==> src/rtl/thread_issue_scheduler_pkg.sv <==
// Shared thread-scheduling types: thread id, virtual pointer and per-thread state.
package thread_issue_scheduler_pkg;

   localparam int n_threads = 4;
   localparam int TID_W     = $clog2(n_threads);

   typedef logic [TID_W-1:0] threadid_t;
   typedef logic [31:0]      vptr_t;

   typedef enum logic {TS_READY, TS_INFLIGHT} tstate_t;

endpackage : thread_issue_scheduler_pkg

==> src/rtl/thread_issue_scheduler_rr_arbiter.sv <==
// Combinational round-robin arbiter: grants the first requester at or after i_ptr,
// wrapping from N-1 back to 0. Grant index is 0 when nothing requests.
module rr_arbiter #(
   parameter int N     = 4,
   parameter int IDX_W = $clog2(N)
) (
   input  logic [N-1:0]     i_req,
   input  logic [IDX_W-1:0] i_ptr,
   output logic             o_gnt_valid,
   output logic [IDX_W-1:0] o_gnt_idx
);

   always_comb begin
      // NOTE: every output gets a default before the search so no path leaves it unassigned (no latch).
      o_gnt_valid = 1'b0;
      o_gnt_idx   = '0;
      for (int off = 0; off < N; off++) begin
         automatic int idx = (int'(i_ptr) + off) % N;
         if (!o_gnt_valid && i_req[IDX_W'(idx)]) begin
            o_gnt_valid = 1'b1;
            o_gnt_idx   = IDX_W'(idx);
         end
      end
   end

endmodule : rr_arbiter

==> src/rtl/thread_issue_scheduler.sv <==
// Picks the next hardware thread to issue into fetch (one instruction in flight per thread),
// tracks each thread until WB completion or watchdog expiry, and enforces the exception lock.
module thread_issue_scheduler
   import thread_issue_scheduler_pkg::*;
#(
   parameter int N_THREADS = n_threads,
   parameter int TIMEOUT   = 64,
   parameter int CNT_W     = $clog2(TIMEOUT + 1)
) (
   input  logic                 clk,
   input  logic                 rst,
   input  logic [N_THREADS-1:0] thread_enable,
   input  vptr_t                pc [N_THREADS],
   output logic                 issue_valid,
   input  logic                 issue_ready,
   output threadid_t            issue_thread,
   output vptr_t                issue_pc,
   input  logic                 wb_done,
   input  threadid_t            wb_thread,
   input  logic                 exc_enter,
   input  threadid_t            exc_thread,
   input  logic                 exc_exit,
   output logic                 exc_locked,
   output threadid_t            exc_master,
   output logic [N_THREADS-1:0] timeout,
   output logic [N_THREADS-1:0] busy
);

   tstate_t          r_state [N_THREADS];
   logic [CNT_W-1:0] r_cnt   [N_THREADS];
   tstate_t          w_state_nxt [N_THREADS];
   logic [CNT_W-1:0] w_cnt_nxt   [N_THREADS];

   logic      r_exc_locked;
   threadid_t r_exc_master;
   threadid_t r_rr_ptr;

   logic [N_THREADS-1:0] w_elig;
   logic                 w_gnt_valid;
   threadid_t            w_gnt_idx;
   logic                 w_xfer;

   // Eligibility, busy and watchdog pulses depend only on registered state and inputs.
   // An out-of-range wb_thread matches no thread index, so it is ignored naturally.
   always_comb begin
      w_elig  = '0;
      busy    = '0;
      timeout = '0;
      for (int t = 0; t < N_THREADS; t++) begin
         automatic logic hit      = wb_done && (wb_thread == threadid_t'(t));
         automatic logic inflight = (r_state[t] == TS_INFLIGHT);
         busy[t]    = inflight;
         timeout[t] = inflight && (r_cnt[t] == CNT_W'(TIMEOUT - 1)) && !hit;
         w_elig[t]  = !inflight && thread_enable[t] &&
                      (!r_exc_locked || (r_exc_master == threadid_t'(t)));
      end
   end

   rr_arbiter #(
      .N     (N_THREADS),
      .IDX_W ($bits(threadid_t))
   ) u_arb (
      .i_req       (w_elig),
      .i_ptr       (r_rr_ptr),
      .o_gnt_valid (w_gnt_valid),
      .o_gnt_idx   (w_gnt_idx)
   );

   assign issue_valid  = w_gnt_valid;
   assign issue_thread = w_gnt_idx;
   assign issue_pc     = w_gnt_valid ? pc[w_gnt_idx] : '0;
   assign w_xfer       = w_gnt_valid && issue_ready;

   assign exc_locked = r_exc_locked;
   assign exc_master = r_exc_master;

   // Per-thread next state; WB completion and watchdog both return the thread to READY.
   always_comb begin
      for (int t = 0; t < N_THREADS; t++) begin
         automatic logic hit = wb_done && (wb_thread == threadid_t'(t));
         w_state_nxt[t] = r_state[t];
         w_cnt_nxt[t]   = r_cnt[t];
         case (r_state[t])
            TS_READY: begin
               if (w_xfer && (w_gnt_idx == threadid_t'(t))) begin
                  w_state_nxt[t] = TS_INFLIGHT;
                  w_cnt_nxt[t]   = '0;
               end
            end
            TS_INFLIGHT: begin
               if (hit || (r_cnt[t] == CNT_W'(TIMEOUT - 1))) begin
                  w_state_nxt[t] = TS_READY;
                  w_cnt_nxt[t]   = '0;
               end else begin
                  w_cnt_nxt[t] = r_cnt[t] + CNT_W'(1);
               end
            end
            default: begin
               w_state_nxt[t] = TS_READY;
               w_cnt_nxt[t]   = '0;
            end
         endcase
      end
   end

   // NOTE: all state uses non-blocking assignments so every register samples pre-edge values.
   always_ff @(posedge clk) begin
      if (rst) begin
         for (int t = 0; t < N_THREADS; t++) begin
            r_state[t] <= TS_READY;
            r_cnt[t]   <= '0;
         end
      end else begin
         for (int t = 0; t < N_THREADS; t++) begin
            r_state[t] <= w_state_nxt[t];
            r_cnt[t]   <= w_cnt_nxt[t];
         end
      end
   end

   // Exit takes priority over enter while locked; enter while locked is dropped.
   always_ff @(posedge clk) begin
      if (rst) begin
         r_exc_locked <= 1'b0;
         r_exc_master <= '0;
      end else if (r_exc_locked) begin
         if (exc_exit) begin
            r_exc_locked <= 1'b0;
         end
      end else if (exc_enter) begin
         r_exc_locked <= 1'b1;
         r_exc_master <= exc_thread;
      end
   end

   always_ff @(posedge clk) begin
      if (rst) begin
         r_rr_ptr <= '0;
      end else if (w_xfer) begin
         r_rr_ptr <= (w_gnt_idx == threadid_t'(N_THREADS - 1)) ? '0 : w_gnt_idx + threadid_t'(1);
      end
   end

endmodule : thread_issue_scheduler
==> config.mk <==
export PLATFORM = sky130hd
export DESIGN_NAME = thread_issue_scheduler
export DESIGN_NICKNAME = d
export VERILOG_FILES = /design/src/rtl/thread_issue_scheduler_pkg.sv /design/src/rtl/thread_issue_scheduler_rr_arbiter.sv /design/src/rtl/thread_issue_scheduler.sv
export SDC_FILE = /design/constraint.sdc
export NUM_CORES = 1
export LEC_CHECK = 0
export CAP_MARGIN = 10
export CORE_ASPECT_RATIO = 0.7
export CORE_MARGIN = 1.5
export CORE_UTILIZATION = 35
export CTS_CLUSTER_SIZE = 20
export DETAILED_ROUTE_END_ITERATION = 8
export GPL_TIMING_DRIVEN = 0
export HOLD_SLACK_MARGIN = 0.05
export PLACE_DENSITY = 0.89
export SETUP_SLACK_MARGIN = 0.3
export SLEW_MARGIN = 30
export SYNTH_ARGS = -nofsm -noshare
export SYNTH_HDL_FRONTEND = slang
export SYNTH_SLANG_ARGS = --single-unit
==> constraint.sdc <==
create_clock -name clk -period 3 [get_ports clk]
set_clock_uncertainty 0.1 [all_clocks]
set_input_delay 0.3 -clock clk [delete_from_list [all_inputs] [get_ports clk]]
set_output_delay 0.3 -clock clk [all_outputs]
set_load 0.01 [all_outputs]
==> results.txt, run 1 <==
busiest grt layer: met2
endpoints failing setup: 0
met3 GRT Util: 5.51%
first-pass GRT wire length: 17.2 mm
layout cells sized above 1: 23.7%
Chip Width: 114 um
TritonCTS clock tree: done
Post-Layout Cell Count: 667
largest area contributor in the netlist: dfxtp_1
Max FO, Critical Path: 10
share of flip-flops with an asynchronous set or reset: 0%
IO Port Bufs: 186
max cap viols: 0
Avg Cell Area, Syn: 8.66 um^2
grt total ovfl: 0
GRT met2 Usage: 41.3%
CTS H-tree lvls: 2
FF/Latch Area: 753 um^2
GRT Total Usage: 24.0%
vias in the first global route: 3406
synthesized area: 0.00301 mm^2
commonest non-fill, non-tap cells in the layout: 151 x clkdlybuf4s50_1, 54 x mux2i_1, 33 x dfxtp_1
Final Hold Vio Count: 0
largest net degree at the start of global routing: 12
reg2reg setup slack: 450 ps
r2r worst-path depth: 12
CTS Root Cell: clkbuf_16
reg2reg start: exc_master[0]
# nets final: 711
Antenna diodes: 0
critical path class: in2out
RSZ-0062 raised after global routing: true
crit path DAT: 2350 ps
CTS buffer count: 5
cell count after synthesis: 348
die area: 0.00918 mm^2
Startpoint Class: primary input
worst path cell trace: clkdlybuf4s50_1, nor2b_4, o21ai_2, and2_4, a311oi_4, buf_4, buf_12, mux2i_2, o22ai_2, clkdlybuf4s15_2
maximum vdd drop: 0.000255 V
vias: 3653
synthesis-to-finish area growth: 82.6%
Peak Freq: 364 MHz
Final Max Slew Viols: 0
Post-Place Worst Slack: -598 ps
EDFF count, synth: 0
hold path depth: 1
Max transition margin: 53.1%
r2r endpoint: r_cnt[1][2]
Post-Place Cells: 639
outcome: completed
worst skew pair latency: 280 ps
minimum clock period: 2750 ps
Crit path required time: 2600 ps
most common cell after layout, fill and taps aside: clkdlybuf4s50_1
Min-Delay Endpoint: r_cnt[3][4]
ys flop type: dfxtp_1
Leak: 2.16 nW
Routed Antenna Nets: 0
initial antenna violation count: 0
Synth Warn #: 0
slowest CP cell: clkdlybuf4s50_1
initial core utilization: 35.8%
Final WS setup: 253 ps
fillers: 689
WL/cell: 18.0 um
CP peak stage delay: 460 ps
M1 GR Usage: 30.2%
HPWL after DPL: 9.07 mm
CTS clk-pin slew, worst paths: 50 ps
Core Region: 0.00841 mm^2
CTS max path bufs: 2
synthesized flop and latch total: 37
DRT Pass-1 Iters: 4
clk sinks: 37
GP Congestion: 0.824
DRC: 0
Yosys cell types: 45
drt initial violations: 117
hold crit path type: reg2reg
period utilization: 91.6%
Post-Syn Nets: 498
hold_sp: r_cnt[3][4]
endpoint class of the critical path: output port
Multi-input gate area: 0.00224 mm^2
largest cells by area after synthesis: dfxtp_1 25%, mux2i_1 22%, o22ai_1 4.6%
Detailed Route WL: 12.0 mm
Worst-Margin Slew: 694 ps
Seq/Total Area, Yosys: 24.6%
Die Ht: 80.6 um
Rows: 28
vias per cell: 5.48
P per Cell Area: 467 mW/mm^2
post-synth top area share: 24.6%
IO Count: 188
final cells by class:
cell class,count,area share (%)
clock inverters,2,0.182
flip-flops and latches,37,13.7
clock buffers,6,2.34
well taps,105,2.39
inverters,8,0.591
repair buffers,206,35.8
multi-input cells,281,40.7
plain buffers,22,4.34
where the power goes:
| group | total (mW) | internal [mW] | switching (mW) |
|---|---|---|---|
| sequential | 0.541 | 0.510 | 0.0306 |
| clock | 0.513 | 0.305 | 0.207 |
| combinational | 1.51 | 0.833 | 0.679 |
per-stage QoR:
step	instance area (um^2)	TNS, ps	hold WS (ps)	utilization, %	power (mW)
floorplan	3010	0	299	-	1.27
global placement	5010	-17610	368	59.5	1.87
detailed placement	5010	-19600	375	59.5	1.90
CTS	5380	0	383	64.0	2.52
global route	5500	0	404	65.4	2.69
finish	5500	0	383	65.4	2.57
state kept, by name, indices dropped and copies added, names as in the netlist:
| signal | cells |
|---|---|
| r_rr_ptr | 2 |
| r_state | 4 |
| exc_master | 2 |
| r_cnt | 28 |
| exc_locked | 1 |
worst max-delay path: cells and delay by family:
| family | cells | cell delay, ps |
|---|---|---|
| buffers and inverters | 4 | 1040 |
| AO/OA/AOI/OAI | 3 | 450 |
| AND/OR/NAND/NOR | 2 | 290 |
| multiplexers | 1 | 260 |
synthesized netlist by cell type (6+ instances only):
cell type / number
a21oi_1: 26
and3_1: 7
buf_4: 6
clkbuf_1: 8
dfxtp_1: 37
ha_1: 8
mux2i_1: 67
nand2_1: 11
nand3_1: 11
nand3b_1: 8
nor2_1: 31
nor2b_1: 8
nor3_1: 10
nor3b_1: 8
o21ai_0: 7
o21ai_1: 9
o22ai_1: 22
o22ai_2: 10
repair_timing:
action	CTS	global route
buffers inserted	13	4
resized for setup	173	23
gates cloned	3	0
endpoints found under the setup margin	59	48
hold buffers	0	0
pin swaps	11	4
worst max-delay path by stage:
stage                     startpoint  cells past startpoint            to
global route           exc_master[0]                     10  issue_pc[16]
detailed placement  thread_enable[0]                      9  issue_pc[16]
floorplan              exc_master[0]                     11   r_cnt[1][2]
global placement    thread_enable[0]                      9  issue_pc[15]
finish              thread_enable[2]                     10  issue_pc[16]
CTS                    exc_master[0]                     10  issue_pc[29]
metal layers:
layer  up-vias  wire [um]
li1       1739          -
met1      1755       5090
met2       134       5950
met3        25        761
met4         0        226
met5         -          0
cell families after synthesis:
| family | share of synthesized area [%] |
|---|---|
| AOI/OAI and AO/OA | 24.6 |
| and+or+nand+nor | 17.9 |
| muxes | 22.6 |
| adders and majority gates | 3.32 |
| DFF | 24.6 |
| buffers and inverters | 6.98 |
No activity file was read; power rests on OpenSTA's default activity.
==> run 2, diff against run 1 <==
Settings changed: RECOVER_POWER set to 50.
==> results.txt, run 2 (synthesized netlist as in run 1, its figures left out) <==
CTS max path bufs: 2 (unchanged)
Max FO, Critical Path: 9 (-1)
Net Sw Power: 0.913 mW (-0.45%)
WL/cell: 18.0 um (-0.29%)
Final WS setup: 167 ps (-85.3 ps)
minimum clock period: 2830 ps (+85.3 ps)
clock power share: 20.1% (about the same)
CTS Root Cell: clkbuf_16
sw frac: 35.8% (+0.045 points)
Antenna diodes: 0 (unchanged)
endpoint class of the critical path: output port
initial core utilization: 35.8% (unchanged)
Rows: 28 (unchanged)
synthesis-to-finish area growth: 81.4%
clk sinks: 37 (unchanged)
vias per cell: 5.47 (-0.16%)
DRT Pass-1 Iters: 4 (unchanged)
largest net degree at the start of global routing: 12 (unchanged)
Chip Width: 114 um (unchanged)
Max transition margin: 45.5% (-7.7 points)
HPWL after DPL: 9.07 mm (unchanged)
endpoints failing setup: 0 (unchanged)
P per Cell Area: 467 mW/mm^2 (about the same)
critical path class: in2out
GRT Total Usage: 24.0% (unchanged)
Startpoint Class: primary input
setup_tns: 0 ps (unchanged)
IO Port Bufs: 186 (unchanged)
max cap viols: 0 (unchanged)
IO Count: 188 (unchanged)
TritonCTS clock tree: done
CTS clk-pin slew, worst paths: 50 ps (about the same)
# nets final: 711 (unchanged)
hold_buf cts: 0 (unchanged)
sequential power share: 21.1% (about the same)
Detailed Route WL: 12.0 mm (-0.29%)
hold path depth: 1 (unchanged)
Comb pwr share: 58.8% (about the same)
Biggest register: r_cnt
drt initial violations: 110 (-6.0%)
Final Hold Vio Count: 0 (unchanged)
r2r worst-path depth: 12 (unchanged)
outcome: completed
Die Ht: 80.6 um (unchanged)
DRC: 0 (unchanged)
Peak Freq: 353 MHz (-3.0%)
P_int: 1.64 mW (-0.65%)
CTS H-tree lvls: 2 (unchanged)
Leak: 2.16 nW (-0.12%)
layout cells sized above 1: 22.1% (-1.6 points)
Crit path required time: 2600 ps (about the same)
period utilization: 94.4% (+2.8 points)
most common cell after layout, fill and taps aside: clkdlybuf4s50_1
total chip power: 2.55 mW (-0.58%)
hold crit path type: reg2reg
vias in the first global route: 3406 (unchanged)
crit path DAT: 2430 ps (+80 ps)
maximum vdd drop: 0.000253 V (-0.72%)
grt total ovfl: 0 (unchanged)
CTS buffer count: 5 (unchanged)
Worst-Margin Slew: 814 ps (+120 ps)
first-pass GRT wire length: 17.2 mm (unchanged)
biggest regs: r_cnt (28), r_state (4)
Core Region: 0.00841 mm^2 (unchanged)
Post-Place Worst Slack: -598 ps (unchanged)
die area: 0.00918 mm^2 (unchanged)
max reg flops: 28 (unchanged)
RSZ-0062 raised after global routing: true
vias: 3647 (-0.16%)
GP Congestion: 0.824 (unchanged)
worst skew pair latency: 290 ps (about the same)
Routed Antenna Nets: 0 (unchanged)
commonest non-fill, non-tap cells in the layout: 142 x clkdlybuf4s50_1, 54 x mux2i_1, 34 x dfxtp_1
initial antenna violation count: 0 (unchanged)
Final Max Slew Viols: 0 (unchanged)
## run 2: through the flow
stage | cell area, um^2 | cells | hold slack (ps) | utilization (%)
final | 5470 | 667 | 383 | 65.0
after global routing | 5470 | 667 | 404 | 65.0
after CTS | 5380 | 663 | 383 | 64.0
after detailed placement | 5010 | 639 | 375 | 59.5
after global placement | 5010 | 639 | 368 | 59.5
after floorplan | 3010 | 348 | 299 | -
## run 2: what timing repair did
action,CTS,global route
pin swaps,11,4
gates cloned,3,0
gates resized for setup,173,23
setup buffers,13,4
endpoints found under the setup margin,59,48
## run 2: layer usage
metal | vias up | global-route usage (%) | routed length (um)
met1 | 1755 | 30.2 | 5100
li1 | 1742 | - | -
met5 | - | 0 | 0
met4 | 0 | 6.88 | 218
met3 | 22 | 5.51 | 765
met2 | 128 | 41.3 | 5910
## run 2: worst paths after layout
path,start,end,slack [ps]
max,wb_thread[0],timeout[3],170
min,r_cnt[3][4],r_cnt[3][4],380
max reg2reg,r_state[0],r_cnt[1][3],280
min reg2reg,r_cnt[3][4],r_cnt[3][4],380
## run 2: layout make-up
type / instances / area (um^2)
buffer: 22 / 238
sequential: 37 / 752
inverter: 8 / 32.5
multi-input combinational: 281 / 2210
clock buffer: 6 / 129
timing repair buffer: 206 / 1960
tap: 105 / 131
fill: 701 / 2940
clock inverter: 2 / 10.0
## run 2: worst max-delay path: stages
cell and delay (ps):
dlygate4sd3_1 620, a31oi_1 660, nor3b_1 280, clkdlybuf4s50_1 580
## run 2: power groups by stage
stage          Sequential [mW]  Clock (mW)  Combinational, mW
3_5_place_dp             0.545           0               1.36
6_report                 0.539       0.513               1.50
5_1_grt                  0.542       0.539               1.59
4_1_cts                  0.537       0.517               1.47
2_1_floorplan            0.540           0              0.730
3_3_place_gp             0.543           0               1.33
==> run 3, diff against run 2 <==
Settings changed: SETUP_SLACK_MARGIN 0.3 to unset.
==> results.txt, run 3 (synthesized netlist as in run 1, its figures left out) <==
outcome: completed
r2r worst-path depth: 11 (-1)
clk sinks: 37 (unchanged)
CTS H-tree lvls: 2 (unchanged)
Final Hold Vio Count: 0 (unchanged)
Startpoint Class: primary input
minimum clock period: 2960 ps (+130 ps)
GRT Total Usage: 22.8% (-1.2 points)
Post-Layout Cell Count: 652 (-2.2%)
worst skew pair latency: 280 ps (about the same)
endpoint class of the critical path: output port
worst path cell trace: clkdlybuf4s50_1, nor2b_4, nand2_1, o21ai_2, a311oi_4, buf_8, buf_12, mux2i_1, o22ai_2, dlygate4sd2_1
DRT Pass-1 Iters: 4 (unchanged)
Antenna diodes: 0 (unchanged)
Detailed Route WL: 11.3 mm (-5.5%)
Leak: 2.07 nW (-4.4%)
period utilization: 98.7% (+4.3 points)
Biggest register: r_cnt
Max transition margin: 47.2% (+1.7 points)
Final Max Slew Viols: 0 (unchanged)
CTS max path bufs: 2 (unchanged)
synthesis-to-finish area growth: 74.0%
# nets final: 696 (-2.1%)
die area: 0.00918 mm^2 (unchanged)
Core Region: 0.00841 mm^2 (unchanged)
CTS buffer count: 5 (unchanged)
Worst-Margin Slew: 789 ps (-25.5 ps)
initial antenna violation count: 0 (unchanged)
CTS clk-pin slew, worst paths: 60 ps (about the same)
TritonCTS clock tree: done
hold path depth: 1 (unchanged)
biggest regs: r_cnt (28), r_state (4)
slowest CP cell: clkdlybuf4s50_1
Peak Freq: 338 MHz (-4.4%)
Post-Place Cells: 639 (unchanged)
endpoints failing setup: 0 (unchanged)
WL/cell: 17.4 um (-3.3%)
vias per cell: 5.45 (-0.39%)
hold crit path type: reg2reg
crit path DAT: 2560 ps (+130 ps)
max reg flops: 28 (unchanged)
drt initial violations: 124 (+13%)
max cap viols: 0 (unchanged)
Max FO, Critical Path: 10 (+1)
HPWL after DPL: 9.07 mm (unchanged)
Util after Layout: 62.4% (-2.6 points)
grt total ovfl: 0 (unchanged)
Rows: 28 (unchanged)
GP Congestion: 0.824 (unchanged)
first-pass GRT wire length: 16.4 mm (-4.5%)
commonest non-fill, non-tap cells in the layout: 146 x clkdlybuf4s50_1, 61 x mux2i_1, 34 x dfxtp_1
Chip Width: 114 um (unchanged)
P per Cell Area: 456 mW/mm^2 (-2.3%)
CP peak stage delay: 450 ps (-210 ps)
critical path class: in2out
maximum vdd drop: 0.000243 V (-3.9%)
fillers: 744 (+6.1%)
most common cell after layout, fill and taps aside: clkdlybuf4s50_1
vias in the first global route: 3276 (-3.8%)
IO Port Bufs: 186 (unchanged)
largest net degree at the start of global routing: 13 (+1)
IO Count: 188 (unchanged)
Routed Antenna Nets: 0 (unchanged)
Crit path required time: 2600 ps (about the same)
vias: 3551 (-2.6%)
CTS Root Cell: clkbuf_16
layout cells sized above 1: 12.8% (-9.3 points)
DRC: 0 (unchanged)
Die Ht: 80.6 um (unchanged)
initial core utilization: 35.8% (unchanged)
==> run 3: metal layers <==
| layer | GRT usage (%) | up-vias | share of wire [%] |
|---|---|---|---|
| met5 | 0 | - | 0 |
| met4 | 5.50 | 0 | 1.6 |
| li1 | - | 1709 | - |
| met3 | 5.28 | 21 | 5.6 |
| met2 | 39.5 | 124 | 50 |
| met1 | 28.7 | 1697 | 43 |
==> run 3: metrics by stage <==
stage               worst slack [ps]  hold slack (ps)  instance area, um^2  setup TNS, ps  power [mW]
floorplan                        483              299                 3010              0        1.27
global placement                -559              368                 5010         -17610        1.87
detailed placement              -598              375                 5010         -19600        1.90
CTS                             26.9              383                 5170              0        2.36
global route                   -44.2              404                 5240          -79.7        2.51
finish                          37.9              384                 5240              0        2.39
==> run 3: power by group <==
group          total (mW)  internal, mW  switching, mW
logic                1.34         0.708          0.633
clock network       0.514         0.305          0.208
registers           0.538         0.511         0.0267
total                2.39          1.52          0.868
==> run 3: area by class of cell <==
| cell class | count | area [um^2] | area share [%] |
|---|---|---|---|
| Clock inverter | 2 | 10.0 | 0.191 |
| Clock buffer | 6 | 129 | 2.46 |
| Multi-Input combinational cell | 281 | 2140 | 40.8 |
| Sequential cell | 37 | 744 | 14.2 |
| Tap cell | 105 | 131 | 2.51 |
| Inverter | 8 | 30.0 | 0.573 |
| Timing Repair Buffer | 191 | 1860 | 35.4 |
| Buffer | 22 | 203 | 3.87 |
==> run 3: what timing repair did <==
action	CTS	global route
setup endpoints to repair	33	39
hold endpoints to repair	0	0
hold buffers	0	0
pin swaps	1	2
setup buffers	4	1
gates resized for setup	44	23
==> run 3: critical path, delay by kind of cell <==
kind | cells | cell delay, ps
buffers and inverters | 4 | 1090
AO/OA/AOI/OAI | 3 | 590
AND/OR/NAND/NOR | 2 | 310
multiplexers | 1 | 260
==> run 3: final timing paths <==
| path | start | end | slack, ps |
|---|---|---|---|
| worst max register to register | exc_master[0] | r_cnt[1][3] | 240 |
| worst min register to register | r_cnt[3][4] | r_cnt[3][4] | 380 |
| worst max-delay path | thread_enable[0] | issue_pc[22] | 40 |
| worst min-delay path | r_cnt[3][4] | r_cnt[3][4] | 380 |
